**config.mk**
```make
export PLATFORM = sky130hd
export DESIGN_NAME = display_sequencer_flat
export DESIGN_NICKNAME = d
export VERILOG_FILES = /design/src/rtl/display_seq_pkg.sv /design/src/rtl/display_sequencer_if.sv /design/src/rtl/display_sequencer_dwell_timer.sv /design/src/rtl/display_sequencer.sv /design/src/flat_wrapper.sv
export SDC_FILE = /design/constraint.sdc
export NUM_CORES = 1
export LEC_CHECK = 0
export CAP_MARGIN = 20
export CELL_PAD_IN_SITES_DETAIL_PLACEMENT = 1
export CELL_PAD_IN_SITES_GLOBAL_PLACEMENT = 1
export CORE_MARGIN = 3
export CORE_UTILIZATION = 38
export DETAILED_ROUTE_END_ITERATION = 10
export GPL_TIMING_DRIVEN = 0
export HOLD_SLACK_MARGIN = 0.15
export PLACE_DENSITY_LB_ADDON = 0.1
export SYNTH_ARGS = -nofsm -noshare
export SYNTH_HDL_FRONTEND = slang
export SYNTH_HIERARCHICAL = 1
export SYNTH_SLANG_ARGS = --single-unit
```
**constraint.sdc**
```tcl
create_clock -name clk -period 2.55 [get_ports clk]
set_input_delay 0.51 -clock clk [delete_from_list [all_inputs] [get_ports clk]]
set_output_delay 0.51 -clock clk [all_outputs]
set_load 0.01 [all_outputs]
```
**src/rtl/display_seq_pkg.sv**
```systemverilog
// display_seq_pkg
// Shared definitions for the display sequencer slice.
//   SEL_A / SEL_B / SEL_OP / SEL_ALU : view codes driven onto the selector
//   op_state_e                      : operation FSM states (ST_IDLE, ST_WAIT)
//   next_view()                     : rotation order of the views in auto mode
package display_seq_pkg;

  localparam logic [1:0] SEL_A   = 2'b00;
  localparam logic [1:0] SEL_B   = 2'b01;
  localparam logic [1:0] SEL_OP  = 2'b10;
  localparam logic [1:0] SEL_ALU = 2'b11;

  typedef enum logic {
    ST_IDLE = 1'b0,
    ST_WAIT = 1'b1
  } op_state_e;

  // The two-bit code wraps naturally from SEL_ALU back to SEL_A.
  function automatic logic [1:0] next_view(input logic [1:0] view);
    return view + 2'd1;
  endfunction

endpackage

```
**src/rtl/display_sequencer_if.sv**
```systemverilog
// display_sequencer_if
// Bundles the signals between the sequencer and the selector/ALU pair.
//   A, B, opCodeA : registered operands and opcode presented to the ALU
//   alu_y         : combinational ALU result returned to the sequencer
//   result        : captured ALU result shown on the result view
//   select        : view code for the LED selector
//   busy, done    : operation status and one-cycle capture pulse
// Modports: master = sequencer side, slave = selector/ALU side.
interface display_sequencer_if;

  logic [3:0] A;
  logic [3:0] B;
  logic [2:0] opCodeA;
  logic [7:0] alu_y;
  logic [7:0] result;
  logic [1:0] select;
  logic       busy;
  logic       done;

  modport master (
    output A, B, opCodeA, result, select, busy, done,
    input  alu_y
  );

  modport slave (
    input  A, B, opCodeA, result, select, busy, done,
    output alu_y
  );

endinterface

```
**src/rtl/display_sequencer_dwell_timer.sv**
```systemverilog
// dwell_timer
// Free-running dwell counter counting 0 .. DWELL_CYCLES-1 and wrapping.
//   clk, rst : clock and synchronous active-high reset
//   clear_i  : forces the count back to 0 (highest priority)
//   en_i     : advances the count by one per cycle
//   tc_o     : high while the count sits on its last value
module dwell_timer #(
  parameter int DWELL_CYCLES = 50_000_000
) (
  input  logic clk,
  input  logic rst,
  input  logic clear_i,
  input  logic en_i,
  output logic tc_o
);

  localparam int W = $clog2(DWELL_CYCLES);
  localparam logic [W-1:0] LAST = W'(DWELL_CYCLES - 1);

  logic [W-1:0] count_q;
  logic [W-1:0] count_d;

  assign tc_o = (count_q == LAST);

  // Clear beats enable so a new hold or a manual-mode cycle always
  // starts the next dwell from a clean zero.
  always_comb begin
    count_d = count_q;
    if (clear_i) begin
      count_d = '0;
    end else if (en_i) begin
      count_d = tc_o ? '0 : count_q + W'(1);
    end
  end

  always_ff @(posedge clk) begin
    if (rst) begin
      count_q <= '0;
    end else begin
      count_q <= count_d;
    end
  end

endmodule

```
**src/rtl/display_sequencer.sv**
```systemverilog
// display_sequencer
// Captures switch operands on a go request, holds them stable for the ALU
// for ALU_LAT cycles, captures the 8-bit ALU result and drives the LED
// selector view code (auto rotation, manual code, or post-capture hold).
//
// Ports:
//   clk, rst           : clock and synchronous active-high reset
//   sw_a, sw_b, sw_op  : raw operand / opcode switches
//   go                 : operation request
//   auto_en            : 1 = rotate views, 0 = follow man_sel
//   man_sel            : manual view code
//   bus (master)       : A, B, opCodeA, result, select, busy, done out;
//                        alu_y in
//
// Build option: define DISPLAY_SEQ_GO_EDGE_EN to pass go through a rising
// edge detector so a held level starts exactly one operation. Without it go
// is level-sensitive and retriggers every time the FSM is idle.
module display_sequencer
  import display_seq_pkg::*;
#(
  parameter int DWELL_CYCLES = 50_000_000,
  parameter int ALU_LAT      = 1
) (
  input  logic                       clk,
  input  logic                       rst,
  input  logic [3:0]                 sw_a,
  input  logic [3:0]                 sw_b,
  input  logic [2:0]                 sw_op,
  input  logic                       go,
  input  logic                       auto_en,
  input  logic [1:0]                 man_sel,
  display_sequencer_if.master        bus
);

  localparam int CNT_W = $clog2(ALU_LAT + 1);

  op_state_e        state_q,  state_d;
  logic [CNT_W-1:0] cnt_q,    cnt_d;
  logic [3:0]       a_q,      a_d;
  logic [3:0]       b_q,      b_d;
  logic [2:0]       op_q,     op_d;
  logic [7:0]       result_q, result_d;
  logic             busy_q,   busy_d;
  logic             done_q,   done_d;
  logic [1:0]       select_q, select_d;
  logic             hold_q,   hold_d;

  logic goAccept;
  logic capture;
  logic timerClear;
  logic timerEn;
  logic dwellTc;

`ifdef DISPLAY_SEQ_GO_EDGE_EN
  logic goPrev_q;

  // Remember last cycle's go so only a 0->1 transition counts as a request.
  always_ff @(posedge clk) begin
    if (rst) begin
      goPrev_q <= 1'b0;
    end else begin
      goPrev_q <= go;
    end
  end

  assign goAccept = go & ~goPrev_q;
`else
  assign goAccept = go;
`endif

  // Operation FSM. Operands only change on the IDLE->WAIT transition, so
  // switch activity mid-operation never reaches the ALU. The capture lands
  // back in IDLE, which is why go on the done cycle is accepted.
  always_comb begin
    state_d  = state_q;
    cnt_d    = cnt_q;
    a_d      = a_q;
    b_d      = b_q;
    op_d     = op_q;
    result_d = result_q;
    busy_d   = busy_q;
    done_d   = 1'b0;
    capture  = 1'b0;
    case (state_q)
      ST_IDLE: begin
        if (goAccept) begin
          a_d     = sw_a;
          b_d     = sw_b;
          op_d    = sw_op;
          busy_d  = 1'b1;
          cnt_d   = CNT_W'(ALU_LAT);
          state_d = ST_WAIT;
        end
      end
      ST_WAIT: begin
        if (cnt_q == CNT_W'(1)) begin
          result_d = bus.alu_y;
          done_d   = 1'b1;
          busy_d   = 1'b0;
          capture  = 1'b1;
          state_d  = ST_IDLE;
        end else begin
          cnt_d = cnt_q - CNT_W'(1);
        end
      end
      default: begin
        state_d = ST_IDLE;
      end
    endcase
  end

  // View selection. A capture always wins and (re)starts the result hold.
  // When the hold expires the timer has just wrapped to zero, so auto mode
  // restarts at view A with a full dwell.
  always_comb begin
    select_d = select_q;
    hold_d   = hold_q;
    if (capture) begin
      hold_d   = 1'b1;
      select_d = SEL_ALU;
    end else if (hold_q) begin
      if (dwellTc) begin
        hold_d   = 1'b0;
        select_d = auto_en ? SEL_A : man_sel;
      end
    end else if (auto_en) begin
      if (dwellTc) begin
        select_d = next_view(select_q);
      end
    end else begin
      select_d = man_sel;
    end
  end

  // Manual mode pins the timer at zero, so enabling auto mode always
  // starts with a full dwell on the current view.
  assign timerClear = capture | (~hold_q & ~auto_en);
  assign timerEn    = hold_q | auto_en;

  dwell_timer #(
    .DWELL_CYCLES(DWELL_CYCLES)
  ) u_dwell_timer (
    .clk     (clk),
    .rst     (rst),
    .clear_i (timerClear),
    .en_i    (timerEn),
    .tc_o    (dwellTc)
  );

  // State and output registers; reset abandons any operation in flight.
  always_ff @(posedge clk) begin
    if (rst) begin
      state_q  <= ST_IDLE;
      cnt_q    <= '0;
      a_q      <= '0;
      b_q      <= '0;
      op_q     <= '0;
      result_q <= '0;
      busy_q   <= 1'b0;
      done_q   <= 1'b0;
      select_q <= SEL_A;
      hold_q   <= 1'b0;
    end else begin
      state_q  <= state_d;
      cnt_q    <= cnt_d;
      a_q      <= a_d;
      b_q      <= b_d;
      op_q     <= op_d;
      result_q <= result_d;
      busy_q   <= busy_d;
      done_q   <= done_d;
      select_q <= select_d;
      hold_q   <= hold_d;
    end
  end

  assign bus.A       = a_q;
  assign bus.B       = b_q;
  assign bus.opCodeA = op_q;
  assign bus.result  = result_q;
  assign bus.select  = select_q;
  assign bus.busy    = busy_q;
  assign bus.done    = done_q;

endmodule

```
**src/flat_wrapper.sv**
```systemverilog
// flat-port wrapper written by rule: the top's interface ports become plain ports
module display_sequencer_flat import display_seq_pkg::*;
#(
  parameter int DWELL_CYCLES = 50_000_000,
  parameter int ALU_LAT      = 1
)
  (clk, rst, sw_a, sw_b, sw_op, go, auto_en, man_sel, bus_A, bus_B, bus_opCodeA, bus_result, bus_select, bus_busy, bus_done, bus_alu_y);
  display_sequencer_if bus_i ();
  input  logic clk;
  input  logic rst;
  input  logic [3:0] sw_a;
  input  logic [3:0] sw_b;
  input  logic [2:0] sw_op;
  input  logic go;
  input  logic auto_en;
  input  logic [1:0] man_sel;
  output wire logic [$bits(bus_i.A)-1:0] bus_A;
  output wire logic [$bits(bus_i.B)-1:0] bus_B;
  output wire logic [$bits(bus_i.opCodeA)-1:0] bus_opCodeA;
  output wire logic [$bits(bus_i.result)-1:0] bus_result;
  output wire logic [$bits(bus_i.select)-1:0] bus_select;
  output wire logic [$bits(bus_i.busy)-1:0] bus_busy;
  output wire logic [$bits(bus_i.done)-1:0] bus_done;
  input wire logic [$bits(bus_i.alu_y)-1:0] bus_alu_y;
  assign bus_A = bus_i.A;
  assign bus_B = bus_i.B;
  assign bus_opCodeA = bus_i.opCodeA;
  assign bus_result = bus_i.result;
  assign bus_select = bus_i.select;
  assign bus_busy = bus_i.busy;
  assign bus_done = bus_i.done;
  assign bus_i.alu_y = bus_alu_y;
  display_sequencer #(.DWELL_CYCLES(DWELL_CYCLES), .ALU_LAT(ALU_LAT)) u_core (.clk(clk), .rst(rst), .sw_a(sw_a), .sw_b(sw_b), .sw_op(sw_op), .go(go), .auto_en(auto_en), .man_sel(man_sel), .bus(bus_i));
endmodule
```
======== Yosys cells after proc, flatten, opt, wreduce, memory -nomap -nowiden ========
Cells that the tools add are included.
word-level totals
  word-level logic and storage cells ...... 50
  register bits after elaboration ......... 52
cells by class
  $add $sub $neg .......................... 3
  bitwise gates (word level) .............. 6
  reduce and logical (&&, ||, !) cells .... 5
  mux-type cells .......................... 20
  equality and inequality tests ........... 5
operator list
  operator                                                         count
  26-bit by 1-bit adder with 26-bit output, second input constant  1
  26-bit == test, second input constant                            1
  26-bit two-way mux                                               1
  2-bit two-way mux                                                6
  1-bit two-way mux                                                10
  2-bit AND reduction                                              4
  1-bit one-hot mux with 2 select lines                            3
  2-bit != test, second input constant                             2
  3-bit by 1-bit != test with 1-bit output, second input constant  1
  3-bit != test, second input constant                             1
  1-bit inverter                                                   3
  2-bit by 1-bit adder with 2-bit output, second input constant    1
  1-bit bitwise OR                                                 2
  2-bit OR reduction                                               1
  1-bit bitwise AND                                                1
  1-bit subtractor, second input constant                          1

======== Logic depth before layout (Yosys ltp) ========
Gate-level depths: netlist of run 1.
  depth after elaboration ................. 5
  depth in mapped cells ................... 8

======== By module ========
Netlist of run 1, hierarchy kept.
by module, submodules not included
  module             cells an instance  seq. area each (µm²)  times used  area each (µm²)
  dwell_timer        167                520.5                 1           1396.3
  display_sequencer  117                520.5                 1           987.2

======== Worst setup path after synthesis of run 1 ========
Ideal clock, no wire load.
  path type ............................... input port to flip-flop
  from .................................... input port auto_en
  to ...................................... register u_core.u_dwell_timer.count_q[19]
  library setup time ...................... 0.066 ns
  stages .................................. 8
  path buffers ............................ 3
  slack ................................... 0.458 ns
  arrival time ............................ 2.026 ns
  path through ............................ or2_1 clkbuf_2 and3_1 clkbuf_1 nand2_1 buf_6 or4_4 a21oi_2
on the way
  longest elaborated chain between the ends .. 4
  elaborated cells between the ends (all ways) .. 5
RTL lines
  what                          line                                 text
  start, declared               flat_wrapper.sv:15                   input logic auto_en;
  1-bit inverter                display_sequencer.sv:137             assign timerClear = capture | (~hold_q & ~auto_en);
  1-bit bitwise AND             display_sequencer.sv:137
  1-bit bitwise OR              display_sequencer.sv:137
  2-bit OR reduction (no line)  --
  end signal, assigned          display_sequencer_dwell_timer.sv:40  count_q <= count_d;
  end, declared                 display_sequencer_dwell_timer.sv:20  logic [W-1:0] count_q;
Several ways; a longest one is shown, not always the timed one.
A chain may end at the register's enable or synchronous reset.

======== Worst setup path in the final report of run 1 ========
  from .................................... input port auto_en
  to ...................................... register u_core.u_dwell_timer.count_q[23]
on the way
  elaborated cells between the ends (all ways) .. 5
RTL lines
  what                line                      text
  1-bit bitwise OR    display_sequencer.sv:138  assign timerEn = hold_q | auto_en;
  via u_core.timerEn  display_sequencer.sv:51   logic timerEn;
The timed path passes the listed nets, and every way through them passes these cells.

==> reports/results.txt, run 1 <==
sequential area share after synthesis: 0.437
final setup vio count: 0
Nets: 364
max-capacitance violation count: 0
cells after synthesis: 284
1st-pass router iterations: 4
CTS tree: done
clk sink count: 52
worst vdd ir: 0.000286 V
CP required: 2.80 ns
Pwr per Cell Area: 526 nW/um^2
Setup TNS Final: 0 ns
global-route wire length before repair: 11200 um
post-synthesis register bit count: 52
GRT Total Usage: 0.189
DR WL/cell: 15.6 um
final hold vios: 0
number of DRC markers in iteration 0: 111
Final Wtd Congestion: 0.778
I/O Buffers: 47
synth-to-layout area growth: 28.5%
worst slew pin tran: 0.502 ns
# diodes: 0
max-slew violations: 0
post-synth net total: 311
upper clock frequency limit: 0.417 GHz
fin crit share: 0.941
met2 Usage GRT: 0.301
most common cell in the netlist: nand2_1
multi-input logic area: 1230 sq um
Residual DRC: 0
Tmin final: 2.40 ns
Initial Util: 0.398
Yosys cell types: 47
area occupied by registers: 1040 sq um
critical path launch point type: primary input
vias in the first global route: 2264
gr busiest metal: met2
layout cells sized above 1: 0.0976
FFs w/ async S/R, synth: 0
ranking of synthesized cells by area: dfxtp_1, nand2_1, a21oi_1, nand4_1, nor2_1
YS warnings: 6
initial antenna violation count: 0
critical path capture point type: register
die width: 85.2 um
Crit Path Class: primary input to register
CTS Buffer Depth: 2
CTS Buf Count: 5
clock root cell: clkbuf_8
Detail Route Antenna Nets: 0
Skew-Pair Late Insertion Delay: 0.31 ns
Slew headroom: 0.665
Synth top area share: 0.437
Layout fillers: 729
Post-synth top flop: dfxtp_1
status: completed
Avg Cell Area, Syn: 8.39 sq um
Lkg Pwr: 1.01 nW
clock transition at the registers of the reported paths: 0.09 ns
htree depth: 2
drt total wl: 6460 um
Util after Layout: 0.511
Worst Skew: 0.0120 ns
RSZ-0062 raised after global routing: no
met1 GRT Util: 0.259
arrival time worst endpoint: 2.65 ns
Top Ports: 48
total number of vias: 2264
synthesized area: 2380 sq um
HPWL Detailed: 4750 um
EDFF count, synth: 0
die height: 85.2 um
largest area contributor in the netlist: dfxtp_1
die area: 7260 sq um
highest fanout seen on the critical path: 10
pin count of the biggest net entering global routing: 16
Placeable Area: 5990 sq um
post-DR vias/cell: 5.48
M3 GR Usage: 0.0417
Row Count: 28
class of the worst hold path: register to register
most common library cells after synthesis: nand2_1, dfxtp_1, a21oi_1
GRT overflow: 0
sequential cells by signal (all words and copies together) (netlist names):
register,cells
u_core/bus.A,4
u_core/bus.B,4
u_core/bus.busy,1
u_core/bus.done,1
u_core/bus.opCodeA,3
u_core/bus.result,8
u_core/bus.select,2
u_core/cnt_q,1
u_core/hold_q,1
u_core/state_q,1
u_core/u_dwell_timer/count_q,26
layer usage:
layer / up-vias / part of all wire
li1: 1124 / -
met1: 1105 / 0.49
met2: 30 / 0.46
met3: 5 / 0.035
met4: 0 / 0.0084
met5: - / 0
per-stage QoR:
stage / instances / worst slack (ns) / cell area, sq um / hold slack [ns] / power, mW
2_1_floorplan: 284 / 0.458 / 2380 / 0.447 / 0.958
3_3_place_gp: 406 / -0.422 / 2950 / 0.442 / 1.06
3_5_place_dp: 406 / -0.423 / 2950 / 0.448 / 1.06
4_1_cts: 413 / 0.0222 / 3050 / 0.461 / 1.63
5_1_grt: 413 / 0.0230 / 3060 / 0.471 / 1.68
6_report: 413 / 0.151 / 3060 / 0.459 / 1.61
critical path, cell delays in order:
cell and delay [ns]:
clkdlybuf4s50_1 0.54, or2_1 0.18, clkbuf_2 0.21, and3_4 0.28, nand2_1 0.11, buf_6 0.16, or4_1 0.51, a21oi_1 0.15
kinds of logic after synthesis:
family          share of synthesized area
buf+inv                            0.0530
simple gates                        0.310
fa+ha+maj                          0.0105
xor+xnor                           0.0404
flops                               0.437
compound gates                      0.149
final timing paths:
check | startpoint | to | slack (ns) | cells after the start
worst max-delay path | auto_en | u_core/u_dwell_timer/count_q[23] | 0.15 | 8
worst min-delay path | u_core/bus.opCodeA[2] | u_core/bus.opCodeA[2] | 0.46 | 2
worst max register to register | u_core/u_dwell_timer/count_q[2] | u_core/u_dwell_timer/count_q[4] | 0.26 | 6
worst min register to register | u_core/bus.opCodeA[2] | u_core/bus.opCodeA[2] | 0.46 | 2
power by group:
part,internal (mW),switching [mW]
Sequential,0.836,0.0163
Combinational,0.102,0.0869
Clock,0.292,0.277
layout by cell type (no fill, tap or decap), types with 2 or more instances in the layout:
master,synthesis,layout
ha_1,2,2
nor2b_1,3,3
nand4_1,12,12
o21ai_0,5,5
nor4_1,5,5
a31oi_1,2,2
o31ai_1,8,7
buf_2,4,4
xnor2_1,7,7
inv_1,6,6
or3_1,3,3
and4_1,3,3
or2_2,2,2
or4_1,6,6
or4_4,2,2
buf_6,4,4
clkdlybuf4s50_1,0,47
xor2_1,4,4
buf_4,3,3
and3_1,4,3
clkbuf_1,3,3
nor3_1,8,8
clkbuf_8,0,5
a21oi_1,35,35
dfxtp_1,52,52
and2_1,2,2
nor2_1,18,18
nand3_1,6,6
nand2_1,53,53
o211ai_1,3,3
what timing repair did:
| action | in CTS | in global routing |
|---|---|---|
| endpoints found under the setup margin | 3 | 13 |
| gates resized for setup | 0 | 3 |
| hold buffers | 0 | 0 |
| buffers inserted | 0 | 0 |
final cells by class:
type / count / area share
plain buffers: 14 / 0.0327
clock buffers: 6 / 0.0237
clock inverters: 2 / 0.0114
inverters: 6 / 0.00736
multi-input cells: 211 / 0.400
flip-flops and latches: 52 / 0.340
well taps: 75 / 0.0306
repair buffers: 47 / 0.154
No activity file was read; power rests on OpenSTA's default activity.
==> run 2: changes to the inputs <==
--- a/config.mk
+++ b/config.mk
@@ -12,7 +12,7 @@
 export CORE_UTILIZATION = 38
 export DETAILED_ROUTE_END_ITERATION = 10
 export GPL_TIMING_DRIVEN = 0
-export HOLD_SLACK_MARGIN = 0.15
+export HOLD_SLACK_MARGIN = 0.05
 export PLACE_DENSITY_LB_ADDON = 0.1
 export SYNTH_ARGS = -nofsm -noshare
 export SYNTH_HDL_FRONTEND = slang
==> results of run 2 <==
The final DEF is identical to that of run 1; final timing and power are the same.
==> run 3: changes to the inputs <==
--- a/config.mk
+++ b/config.mk
@@ -5,7 +5,6 @@
 export SDC_FILE = /design/constraint.sdc
 export NUM_CORES = 1
 export LEC_CHECK = 0
-export CAP_MARGIN = 20
 export CELL_PAD_IN_SITES_DETAIL_PLACEMENT = 1
 export CELL_PAD_IN_SITES_GLOBAL_PLACEMENT = 1
 export CORE_MARGIN = 3
==> results of run 3 <==
The final DEF is identical to that of run 1; final timing and power are the same.
